## src/rtl/firebird7_in_gate1_tessent_tdr_pkg.sv

```systemverilog
// Shared constants for the firebird7 input-gate IJTAG test data register.
// The register holds one select bit at the top and the data field at the bottom.
package firebird7_in_gate1_tessent_tdr_pkg;

  localparam int TDR_WIDTH = 3;
  localparam int SEL_BIT   = TDR_WIDTH;
  localparam int DATA_LSB  = 0;

  localparam logic [SEL_BIT:0] RESET_VAL = '0;
  localparam logic             RESET_BIT = 1'b0;

  // Select-bit position for a data field of the given width.
  function automatic int sel_bit(input int width);
    return width;
  endfunction

endpackage

```

## src/rtl/firebird7_in_gate1_tessent_tdr_cell.sv

```systemverilog
// One shift/update bit pair of the test data register.
// Capture has priority over shift; update samples the pre-edge shift bit.
module firebird7_in_gate1_tessent_tdr_cell
  import firebird7_in_gate1_tessent_tdr_pkg::*;
(
  input  logic clk,
  input  logic rst,
  input  logic sel,
  input  logic ce,
  input  logic se,
  input  logic ue,
  input  logic capture_in,
  input  logic shift_in,
  output logic sr_bit,
  output logic ur_bit
);

  // NOTE: non-blocking assignments make ur_bit see the pre-edge sr_bit
  // even when capture or shift updates sr_bit in the same edge.
  always_ff @(posedge clk or posedge rst) begin
    if (rst) begin
      sr_bit <= RESET_BIT;
      ur_bit <= RESET_BIT;
    end else if (sel) begin
      if (ce) begin
        sr_bit <= capture_in;
      end else if (se) begin
        sr_bit <= shift_in;
      end
      if (ue) begin
        ur_bit <= sr_bit;
      end
    end
  end

endmodule

```

## src/rtl/firebird7_in_gate1_tessent_tdr_w3.sv

```systemverilog
// IJTAG data register that overrides the W3 data mux: select bit plus WIDTH data bits.
// Outputs come straight from the update flops so the mux never sees scan activity.
module firebird7_in_gate1_tessent_tdr_w3
  import firebird7_in_gate1_tessent_tdr_pkg::*;
#(
  parameter int WIDTH = 3
) (
  input  logic             ijtag_tck,
  input  logic             ijtag_reset,
  input  logic             ijtag_sel,
  input  logic             ijtag_si,
  input  logic             ijtag_ce,
  input  logic             ijtag_se,
  input  logic             ijtag_ue,
  output logic             ijtag_so,
  input  logic [WIDTH-1:0] functional_data_obs,
  output logic             ijtag_select,
  output logic [WIDTH-1:0] ijtag_data_out
);

  localparam int SEL = sel_bit(WIDTH);

  logic [SEL:0] sr;
  logic [SEL:0] ur;
  logic [SEL:0] capture_vec;
  logic [SEL:0] shift_vec;

  // Capture keeps the current override select so a capture cannot drop the override.
  assign capture_vec = {ur[SEL], functional_data_obs};
  assign shift_vec   = {ijtag_si, sr[SEL:DATA_LSB+1]};

  for (genvar i = 0; i <= SEL; i++) begin : g_bit
    firebird7_in_gate1_tessent_tdr_cell u_cell (
      .clk        (ijtag_tck),
      .rst        (ijtag_reset),
      .sel        (ijtag_sel),
      .ce         (ijtag_ce),
      .se         (ijtag_se),
      .ue         (ijtag_ue),
      .capture_in (capture_vec[i]),
      .shift_in   (shift_vec[i]),
      .sr_bit     (sr[i]),
      .ur_bit     (ur[i])
    );
  end

  assign ijtag_so       = sr[DATA_LSB];
  assign ijtag_select   = ur[SEL];
  assign ijtag_data_out = ur[SEL-1:DATA_LSB];

endmodule
```

## config.mk

```make
export PLATFORM = sky130hd
export DESIGN_NAME = firebird7_in_gate1_tessent_tdr_w3
export DESIGN_NICKNAME = d
export VERILOG_FILES = /design/src/rtl/firebird7_in_gate1_tessent_tdr_pkg.sv /design/src/rtl/firebird7_in_gate1_tessent_tdr_cell.sv /design/src/rtl/firebird7_in_gate1_tessent_tdr_w3.sv
export SDC_FILE = /design/constraint.sdc
export NUM_CORES = 1
export LEC_CHECK = 0
export CAP_MARGIN = 10
export CORE_AREA = 2 2 39 41
export DETAILED_ROUTE_END_ITERATION = 6
export DIE_AREA = 0 0 41 43
export GPL_ROUTABILITY_DRIVEN = 0
export HOLD_SLACK_MARGIN = 0.03
export PLACE_DENSITY = 0.55
export RECOVER_POWER = 50
export SETUP_SLACK_MARGIN = 0.15
export SYNTH_ARGS = -nofsm -noshare
export SYNTH_HDL_FRONTEND = slang
export SYNTH_SLANG_ARGS = --single-unit
```

## constraint.sdc

```tcl
create_clock -name ijtag_tck -period 1.52 [get_ports ijtag_tck]
set_input_delay 0.304 -clock ijtag_tck [delete_from_list [all_inputs] [get_ports ijtag_tck]]
set_output_delay 0.304 -clock ijtag_tck [all_outputs]
set_load 0.05 [all_outputs]
```

==> run metrics, run 1 <==
leakage=0.0002856 uW; transition time of the tightest slew-check pin=between 0.5 and 0.6 ns; effective utilization at floorplan=between 20% and 30%; headroom to the max-slew limit=66.33%; detailed-route via count=302; First-pass DRT Iterations=5; RSZ-0062 raised after global routing=no; sort of element at the start of the critical path=flop; final hold viol count=0; Die Footprint=1763 um2; maximum number of pins on one net before global-route repair=9; share of cells above drive strength 1=36.96%; critical path's slowest cell=sky130_fd_sc_hd__dlymetal6s2s_1; global-route wire length before repair=1.290 mm; Synth top cells by count=sky130_fd_sc_hd__dfrtp_1 (8), sky130_fd_sc_hd__mux2_4 (4), sky130_fd_sc_hd__nand4bb_1 (4); power density over cell area=1247 nW/um2; GRT overflow=0; count of input and output buffers=14; cells taking the most area after synthesis=sky130_fd_sc_hd__dfrtp_1 (48%), sky130_fd_sc_hd__mux2_4 (15%), sky130_fd_sc_hd__nand4bb_1 (11%); Max-Cap Viols=0; series of cell instances along the critical path=dlymetal6s2s_1; critical path data arrival time=1.00 ns; violation count after the first detailed-route iteration=5; Post-DRT Antenna Nets=0; CTS tree=built; clock tree root driver cell=sky130_fd_sc_hd__clkbuf_4; total of flip-flops plus latches after synthesis=8; total track usage=11.69%; delay-heaviest family, CP=buffers and inverters; Post-Route Utilization=45.57%; clock slew at the register clock pins of the worst setup and hold paths=0.05 ns; peak supply drop=365.8 uV; tightest hold margin=between 0.4 and 0.5 ns; Post-CTS Setup Bufs=0; final sum of negative setup slack=0 ns; worst min path class=in -> async; critical path required time=1.22 ns; via count normalized by instance count=4.871; Routed WL per cell=13.84 um; Clock Tree Buf Depth=2; most used flip-flop cell after synthesis=sky130_fd_sc_hd__dfrtp_1; width of the chip=41 um; Worst R2R Start=g_bit[2].u_cell.sr_bit$_DFFE_PP0P_; most repeated cell in the gate-level netlist after synthesis=sky130_fd_sc_hd__dfrtp_1; number of hold buffers added after CTS=0; count of mapped cells out of synthesis=29; antenna violations before repair=0; area of the placeable core=1384 um2; number of warnings issued by yosys=0; R2R cell count=2; count of H-tree levels built during CTS=1; area taken by multi-input logic gates=186.4 um2; Placement Setup Slack=between 0.03 and 0.04 ns; final worst path period share=86.03%; vertical die dimension=43 um; sequential fraction of the synthesis area=48.48%; post-synthesis async set-or-reset flop share=100.0%; total routed wirelength=around 860 um; number of global-route vias before repair=about 310; final setup fails=0; outcome=finished clean; min Tclk post-route=1.308 ns; post-synthesis cell area=412.9 um2; I/O pin total=15; cell type with the highest aggregate area in the netlist=sky130_fd_sc_hd__dfrtp_1; min setup slack post-route=0.2123 ns; Post-Syn Nets=39; CP max FO=2; Worst R2R Setup Slack=0.68 ns; clock latency on the worst-skew pair=0.24 ns; post-cts sizing count=0; residual DRC count=0; final net count=just under 60; fill cell total of the finished layout=131; number of enable-type register cells in the synthesized netlist=0; largest stage delay on the critical path=0.42 ns; number of sinks on the clock net=8; number of antenna diodes=0; placed wire-length estimate=721 um; mean area per synthesized cell=14.24 um2; CTS Buf Count=3; Bufs and invs on worst path=1; fraction of post-synthesis cell area in the top cell type by area=between 40% and 50%; Final Slew Violations=0; Seq. cell area=200.2 um2; RR Endpoint=g_bit[1].u_cell.sr_bit$_DFFE_PP0P_; placement row count=14; post-synthesis cell type count=11; endpoint class of the critical path=output port; critical path class=reg -> out; area added between synthesis and finish=52.73%; clk_skew=around 0.00074 ns; fmax=0.7647 GHz
[flip-flops by register name (all words and copies together) (netlist names)]
register,cells
g_bit.u_cell.sr_bit,4
g_bit.u_cell.ur_bit,4
[report_power, final]
part | internal (uW) | switching, uW
clock | 89.7 | 63.0
sequential | 258 | 41.5
combinational | 176 | 158
total | 524 | 262
[final cells by class]
class | count | share of cell area (%)
repair buffers | 17 | 31.35
flip-flops and latches | 8 | 31.75
clock buffers | 3 | 3.571
inverters | 1 | 0.5952
multi-input cells | 17 | 29.56
well taps | 16 | 3.175
[metal layers]
| layer | global-route usage (%) | share of wire [%] |
|---|---|---|
| met5 | 0 | 0 |
| met4 | 10.00 | 0 |
| met3 | 3.141 | 7.5 |
| met2 | 18.75 | 55 |
| met1 | 11.37 | 37 |
[kinds of logic (layout without fill, tap and decap cells)]
| logic type | count (synthesis) | in the layout | synth area share, % |
|---|---|---|---|
| buffers and inverters | 4 | 21 | 6.362 |
| and+or+nand+nor | 8 | 8 | 18.18 |
| AOI/OAI and AO/OA | 5 | 5 | 12.42 |
| DFF | 8 | 8 | 48.48 |
| muxes | 4 | 4 | 14.55 |
[per-stage QoR]
step	cell area (um2)	power (uW)	std cells
3_3_place_gp	623.1	668.7	59
3_5_place_dp	623.1	676.3	59
5_1_grt	630.6	827.9	62
4_1_cts	645.6	834.1	62
6_report	630.6	786.4	62
2_1_floorplan	412.9	503.9	29
[worst max path at each step]
stage,from,to,cells past startpoint
after CTS,ijtag_sel,g_bit[3].u_cell.sr_bit$_DFFE_PP0P_,4
after floorplan,g_bit[0].u_cell.sr_bit$_DFFE_PP0P_,g_bit[0].u_cell.ur_bit$_DFFE_PP0P_,1
after detailed placement,ijtag_sel,g_bit[3].u_cell.sr_bit$_DFFE_PP0P_,4
after global routing,g_bit[1].u_cell.ur_bit$_DFFE_PP0P_,ijtag_data_out[1],1
after global placement,ijtag_sel,g_bit[0].u_cell.ur_bit$_DFFE_PP0P_,3
final,g_bit[0].u_cell.ur_bit$_DFFE_PP0P_,ijtag_data_out[0],1
[layout by cell type (no fill, tap or decap)]
cell type,Yosys,layout
sky130_fd_sc_hd__dlymetal6s2s_1,0,2
sky130_fd_sc_hd__nand3b_1,2,2
sky130_fd_sc_hd__inv_1,1,1
sky130_fd_sc_hd__mux2_4,4,4
sky130_fd_sc_hd__nand2_1,1,1
sky130_fd_sc_hd__dlygate4sd3_1,0,1
sky130_fd_sc_hd__nand2_4,1,1
sky130_fd_sc_hd__dfrtp_1,8,8
sky130_fd_sc_hd__nand4bb_1,4,4
sky130_fd_sc_hd__o21a_2,1,1
sky130_fd_sc_hd__buf_4,3,3
sky130_fd_sc_hd__o221a_2,2,2
sky130_fd_sc_hd__o211a_1,2,2
sky130_fd_sc_hd__clkdlybuf4s50_1,0,8
sky130_fd_sc_hd__buf_12,0,3
sky130_fd_sc_hd__clkbuf_4,0,3
Power figures use the tool's default switching activity.
==> run 2, diff against run 1 <==
--- a/config.mk
+++ b/config.mk
@@ -10,9 +10,9 @@
 export DETAILED_ROUTE_END_ITERATION = 6
 export DIE_AREA = 0 0 41 43
 export GPL_ROUTABILITY_DRIVEN = 0
+export GPL_TIMING_DRIVEN = 1
 export HOLD_SLACK_MARGIN = 0.03
-export PLACE_DENSITY = 0.55
-export RECOVER_POWER = 50
+export RECOVER_POWER = 25
 export SETUP_SLACK_MARGIN = 0.15
 export SYNTH_ARGS = -nofsm -noshare
 export SYNTH_HDL_FRONTEND = slang
==> run 2 against run 1 <==
  * Combinational power is 7.5% higher
  * Sequential power is 3% higher
  * Largest cell class is now non-clock buffers
  * Critical path type is now in -> reg
  * Count of clock-buffer cells in the layout did not move
==> run metrics, run 2 (synthesized netlist as in run 1, its figures left out) <==
switching part of the total=33.05%; antenna violations before repair=0; Final Slew Violations=0; Die Footprint=1763 um2; count of input and output buffers=14; area added between synthesis and finish=56.36%; final hold viol count=0; fmax=0.8168 GHz; maximum number of pins on one net before global-route repair=9; Post-CTS Setup Bufs=0; amount of wire on met2 after detailed routing=375 um; Max Used Layer=met4; number of sinks on the clock net=8; residual DRC count=0; CTS Buf Count=3; Clock Tree Buf Depth=2; Post-DRT Antenna Nets=0; switching power of the nets=~270 uW; I/O pin total=15; transition time of the tightest slew-check pin=0.2908 ns; total routed wirelength=765 um; clk_skew=about 0.0014 ns; final worst path period share=80.54%; clock slew at the register clock pins of the worst setup and hold paths=0.05 ns; critical path class=in -> reg; worst min path class=in -> async; final sum of negative setup slack=0 ns; clock latency on the worst-skew pair=between 0.2 and 0.3 ns; number of hold buffers added after CTS=0; GRT overflow=0; placement row count=14; most frequent cells in the layout=sky130_fd_sc_hd__dfrtp_1 (8), sky130_fd_sc_hd__clkdlybuf4s50_1 (8), sky130_fd_sc_hd__buf_12 (5); total track usage=10.64%; power density over cell area=approximately 1300 nW/um2; post-cts sizing count=0; vertical die dimension=43 um; critical path data arrival time=1.36 ns; share of cells above drive strength 1=41.30%; via count normalized by instance count=4.952; endpoint class of the critical path=flop; clock tree root driver cell=sky130_fd_sc_hd__clkbuf_4; Routed WL per cell=12.34 um; clock share of power=about a fifth; count of H-tree levels built during CTS=1; leakage=0.0002831 uW; peak supply drop=between 300 and 400 uV; width of the chip=41 um; headroom to the max-slew limit=80.60%; outcome=finished clean; area of the placeable core=~1400 um2; number of antenna diodes=0; violation count after the first detailed-route iteration=8; logic gate share of total power=a little over two fifths; Max-Cap Viols=0; number of global-route vias before repair=roughly 290; met1 wire length=318 um; fill cell total of the finished layout=123; CP max FO=6; filler-free cell count of the finished design=just over 60; number of placed cells counting well taps=59; min Tclk post-route=1.224 ns; final setup fails=0; detailed-route via count=307; global-route wire length before repair=1.193 mm; P_int=552.4 uW; sort of element at the start of the critical path=primary input; critical path required time=1.66 ns; placed wire-length estimate=659.8 um; registers with the most flip-flops=g_bit.u_cell.sr_bit (4), g_bit.u_cell.ur_bit (4); wire length on met3=57 um; final net count=between 50 and 60; effective utilization at floorplan=29.84%; CTS tree=built; proportion of power drawn by flip-flops and latches=37.2%; RSZ-0062 raised after global routing=no; First-pass DRT Iterations=2
==> run 2: changes by cell type in the layout (fill, tap and decap cells not counted) <==
cell	delta
sky130_fd_sc_hd__buf_12	+2
sky130_fd_sc_hd__dlymetal6s2s_1	-2
==> run 2: final timing paths <==
check / from / slack [ns] / end / cells past startpoint
min in group ijtag_tck: g_bit[3].u_cell.sr_bit$_DFFE_PP0P_ / 0.55 / g_bit[3].u_cell.ur_bit$_DFFE_PP0P_ / 1
worst min register to register: g_bit[3].u_cell.sr_bit$_DFFE_PP0P_ / 0.55 / g_bit[3].u_cell.ur_bit$_DFFE_PP0P_ / 1
worst min-delay path: ijtag_reset / 0.43 / g_bit[3].u_cell.sr_bit$_DFFE_PP0P_ / 2
worst max register to register: g_bit[2].u_cell.sr_bit$_DFFE_PP0P_ / 0.67 / g_bit[1].u_cell.sr_bit$_DFFE_PP0P_ / 2
max in group asynchronous: ijtag_reset / 0.87 / g_bit[1].u_cell.sr_bit$_DFFE_PP0P_ / 2
worst max-delay path: ijtag_sel / 0.30 / g_bit[3].u_cell.sr_bit$_DFFE_PP0P_ / 4
==> run 2: cell type report <==
class                           count  area [um2]  share of cell area (%)
Timing Repair Buffer               17       212.7                   32.95
Sequential cell                     8       200.2                   31.01
Multi-Input combinational cell     17       186.4                   28.88
Clock buffer                        3       22.52                   3.488
Tap cell                           16       20.02                   3.101
Inverter                            1       3.754                  0.5814
==> run 2: per-stage QoR <==
step	instance area [um2]	power [uW]	setup slack, ns	hold slack (ns)	util (%)
2_1_floorplan	412.9	503.9	0.5140	0.1197	-
3_3_place_gp	623.1	669.2	0.08561	0.5259	45.03
3_5_place_dp	623.1	674.3	0.01359	0.5370	45.03
4_1_cts	645.6	837.0	0.2844	0.3004	46.65
5_1_grt	645.6	860.6	0.2392	0.4592	46.65
6_report	645.6	825.2	0.2957	0.4301	46.65
==> run 2: power by group through the flow <==
stage | Sequential, uW | Clock (uW) | Combinational (uW)
final | 307 | 159 | 359
after detailed placement | 311 | 0 | 363
after floorplan | 325 | 0 | 179
after global placement | 310 | 0 | 359
after global routing | 311 | 176 | 373
after CTS | 307 | 166 | 363
==> run 2: worst max-delay path, cell delays in order <==
cell                              delay, ns
sky130_fd_sc_hd__clkdlybuf4s50_1       0.61
sky130_fd_sc_hd__buf_4                 0.18
sky130_fd_sc_hd__nand4bb_1             0.12
sky130_fd_sc_hd__o211a_1               0.15
==> run 2: per-layer routing <==
metal / global-route usage [%] / vias to the layer above
li1: - / 145
met1: 11.59 / 144
met2: 15.31 / 16
met3: 3.141 / 2
met4: 10.00 / 0
met5: 0 / -
==> run 3, diff against run 2 <==
==> constraint.sdc (replaced) <==
create_clock -name ijtag_tck -period 1 [get_ports ijtag_tck]
set_input_delay 0.2 -clock ijtag_tck [delete_from_list [all_inputs] [get_ports ijtag_tck]]
set_output_delay 0.2 -clock ijtag_tck [all_outputs]
set_load 0.05 [all_outputs]
==> run 3 against run 2 <==
  * The flow now finishes with violations (setup timing)
  * Clock skew fell by 0.0011 ns
  * Worst setup slack got worse by 0.32 ns
  * Sequential power increased by 51%
  * Largest power group unchanged
  * Highest routed layer unchanged
==> run metrics, run 3 (synthesized netlist as in run 1, its figures left out) <==
tightest hold margin=0.3307 ns; area of the placeable core=1384 um2; RSZ-0062 raised after global routing=yes; total track usage=a little over an eighth; RR Endpoint=g_bit[0].u_cell.ur_bit$_DFFE_PP0P_; via count normalized by instance count=4.985; most frequent cells in the layout=sky130_fd_sc_hd__buf_4 (7), sky130_fd_sc_hd__dfrtp_1 (6), sky130_fd_sc_hd__buf_12 (5); GRT overflow=0; placement row count=14; series of cell instances along the critical path=buf_12; Routed WL per cell=13.36 um; First-pass DRT Iterations=2; Final Slew Violations=0; critical path data arrival time=between 0.8 and 0.9 ns; final net count=62; delay-heaviest family, CP=flip-flops; sort of element at the start of the critical path=flop; Max-Cap Viols=0; I/O pin total=15; Worst R2R Start=g_bit[0].u_cell.sr_bit$_DFFE_PP0P_; clk_skew=0.0002774 ns; Post-DRT Antenna Nets=0; number of antenna diodes=0; CTS Buf Count=3; CP max FO=2; number of sinks on the clock net=8; effective utilization at floorplan=29.84%; CTS tree=built; leakage=0.0003045 uW; violated checks=setup timing; Clock Tree Buf Depth=2; fill cell total of the finished layout=around 130; R2R cell count=2; final setup fails=5; placed standard-cell area=618.1 um2; transition time of the tightest slew-check pin=just under 0.3 ns; clock tree root driver cell=sky130_fd_sc_hd__clkbuf_4; final sum of negative setup slack=-0.07916 ns; largest stage delay on the critical path=0.42 ns; share of cells above drive strength 1=52.00%; clock slew at the register clock pins of the worst setup and hold paths=0.05 ns; number of hold buffers added after CTS=0; outcome=finished with violations; vertical die dimension=43 um; critical path's slowest cell=sky130_fd_sc_hd__dfrtp_2; Die Footprint=1763 um2; antenna violations before repair=0; fmax=approximately 0.98 GHz; endpoint class of the critical path=output port; violation count after the first detailed-route iteration=5; registers with the most flip-flops=g_bit.u_cell.sr_bit (4), g_bit.u_cell.ur_bit (4); detailed-route via count=329; width of the chip=41 um; count of H-tree levels built during CTS=1; final hold viol count=0; min setup slack post-route=-0.02371 ns; final worst path period share=102.4%; clock latency on the worst-skew pair=0.25 ns; Bufs and invs on worst path=1; maximum number of pins on one net before global-route repair=10; area added between synthesis and finish=63.64%; count of input and output buffers=14; residual DRC count=0; worst min path class=in -> async; headroom to the max-slew limit=80.12%; number of global-route vias before repair=roughly 340; power density over cell area=1955 nW/um2; critical path required time=0.80 ns; commonest non-fill, non-tap cell in the layout=sky130_fd_sc_hd__buf_4; total routed wirelength=about 880 um; min Tclk post-route=1.024 ns; Worst R2R Setup Slack=0.06 ns; peak supply drop=624.4 uV; global-route wire length before repair=between 1 and 1.5 mm; critical path class=reg -> out; total non-filler cell area in the finished layout=675.6 um2
==> run 3: cell type report <==
type / count / area, um2 / area share, %
Timing Repair Buffer: 21 / 240.2 / 35.56
Multi-Input combinational cell: 17 / 186.4 / 27.59
Inverter: 1 / 3.754 / 0.5556
Clock buffer: 3 / 22.52 / 3.333
Sequential cell: 8 / 202.7 / 30.00
Tap cell: 16 / 20.02 / 2.963
==> run 3: stage by stage <==
| stage | total power (uW) | util (%) | std cells | worst slack [ns] |
|---|---|---|---|---|
| 6_report | 1321 | 48.82 | 66 | -0.02371 |
| 5_1_grt | 1384 | 48.82 | 66 | -0.04414 |
| 4_1_cts | 1340 | 48.82 | 66 | -0.03514 |
| 3_5_place_dp | 1028 | 44.67 | 58 | -0.4515 |
| 3_3_place_gp | 1018 | 44.67 | 58 | -0.4014 |
| 2_1_floorplan | 769.7 | - | 29 | 0.08601 |
==> run 3: worst max-delay path by stage <==
stage,startpoint,endpoint,depth (start not counted)
finish,g_bit[0].u_cell.sr_bit$_DFFE_PP0P_,ijtag_so,1
global route,g_bit[0].u_cell.sr_bit$_DFFE_PP0P_,ijtag_so,1
CTS,g_bit[0].u_cell.sr_bit$_DFFE_PP0P_,ijtag_so,1
detailed placement,ijtag_sel,g_bit[0].u_cell.ur_bit$_DFFE_PP0P_,3
global placement,ijtag_sel,g_bit[3].u_cell.ur_bit$_DFFE_PP0P_,3
floorplan,g_bit[0].u_cell.sr_bit$_DFFE_PP0P_,g_bit[0].u_cell.ur_bit$_DFFE_PP0P_,1
==> run 3: timing repair <==
| action | in CTS | in global routing |
|---|---|---|
| setup buffers | 5 | 0 |
| endpoints found under the setup margin | 13 | 13 |
| endpoints found under the hold margin | 0 | 0 |
| pin swaps | 1 | 2 |
| gates resized for setup | 6 | 0 |
==> run 3: report_power, final <==
| part | internal [uW] | switching [uW] | leakage (uW) |
|---|---|---|---|
| clock | 137 | 103 | 0.0000138 |
| sequential | 396 | 66.9 | 0.0000859 |
| combinational | 358 | 261 | 0.000205 |
| total | 891 | 430 | 0.000305 |
==> run 3: per-layer routing <==
| metal | vias up | track usage, % | share of wire [%] |
|---|---|---|---|
| li1 | 151 | - | - |
| met1 | 158 | 14.95 | 38 |
| met2 | 16 | 18.75 | 51 |
| met3 | 4 | 2.094 | 6.2 |
| met4 | 0 | 14.00 | 3.7 |
| met5 | - | 0 | 0 |
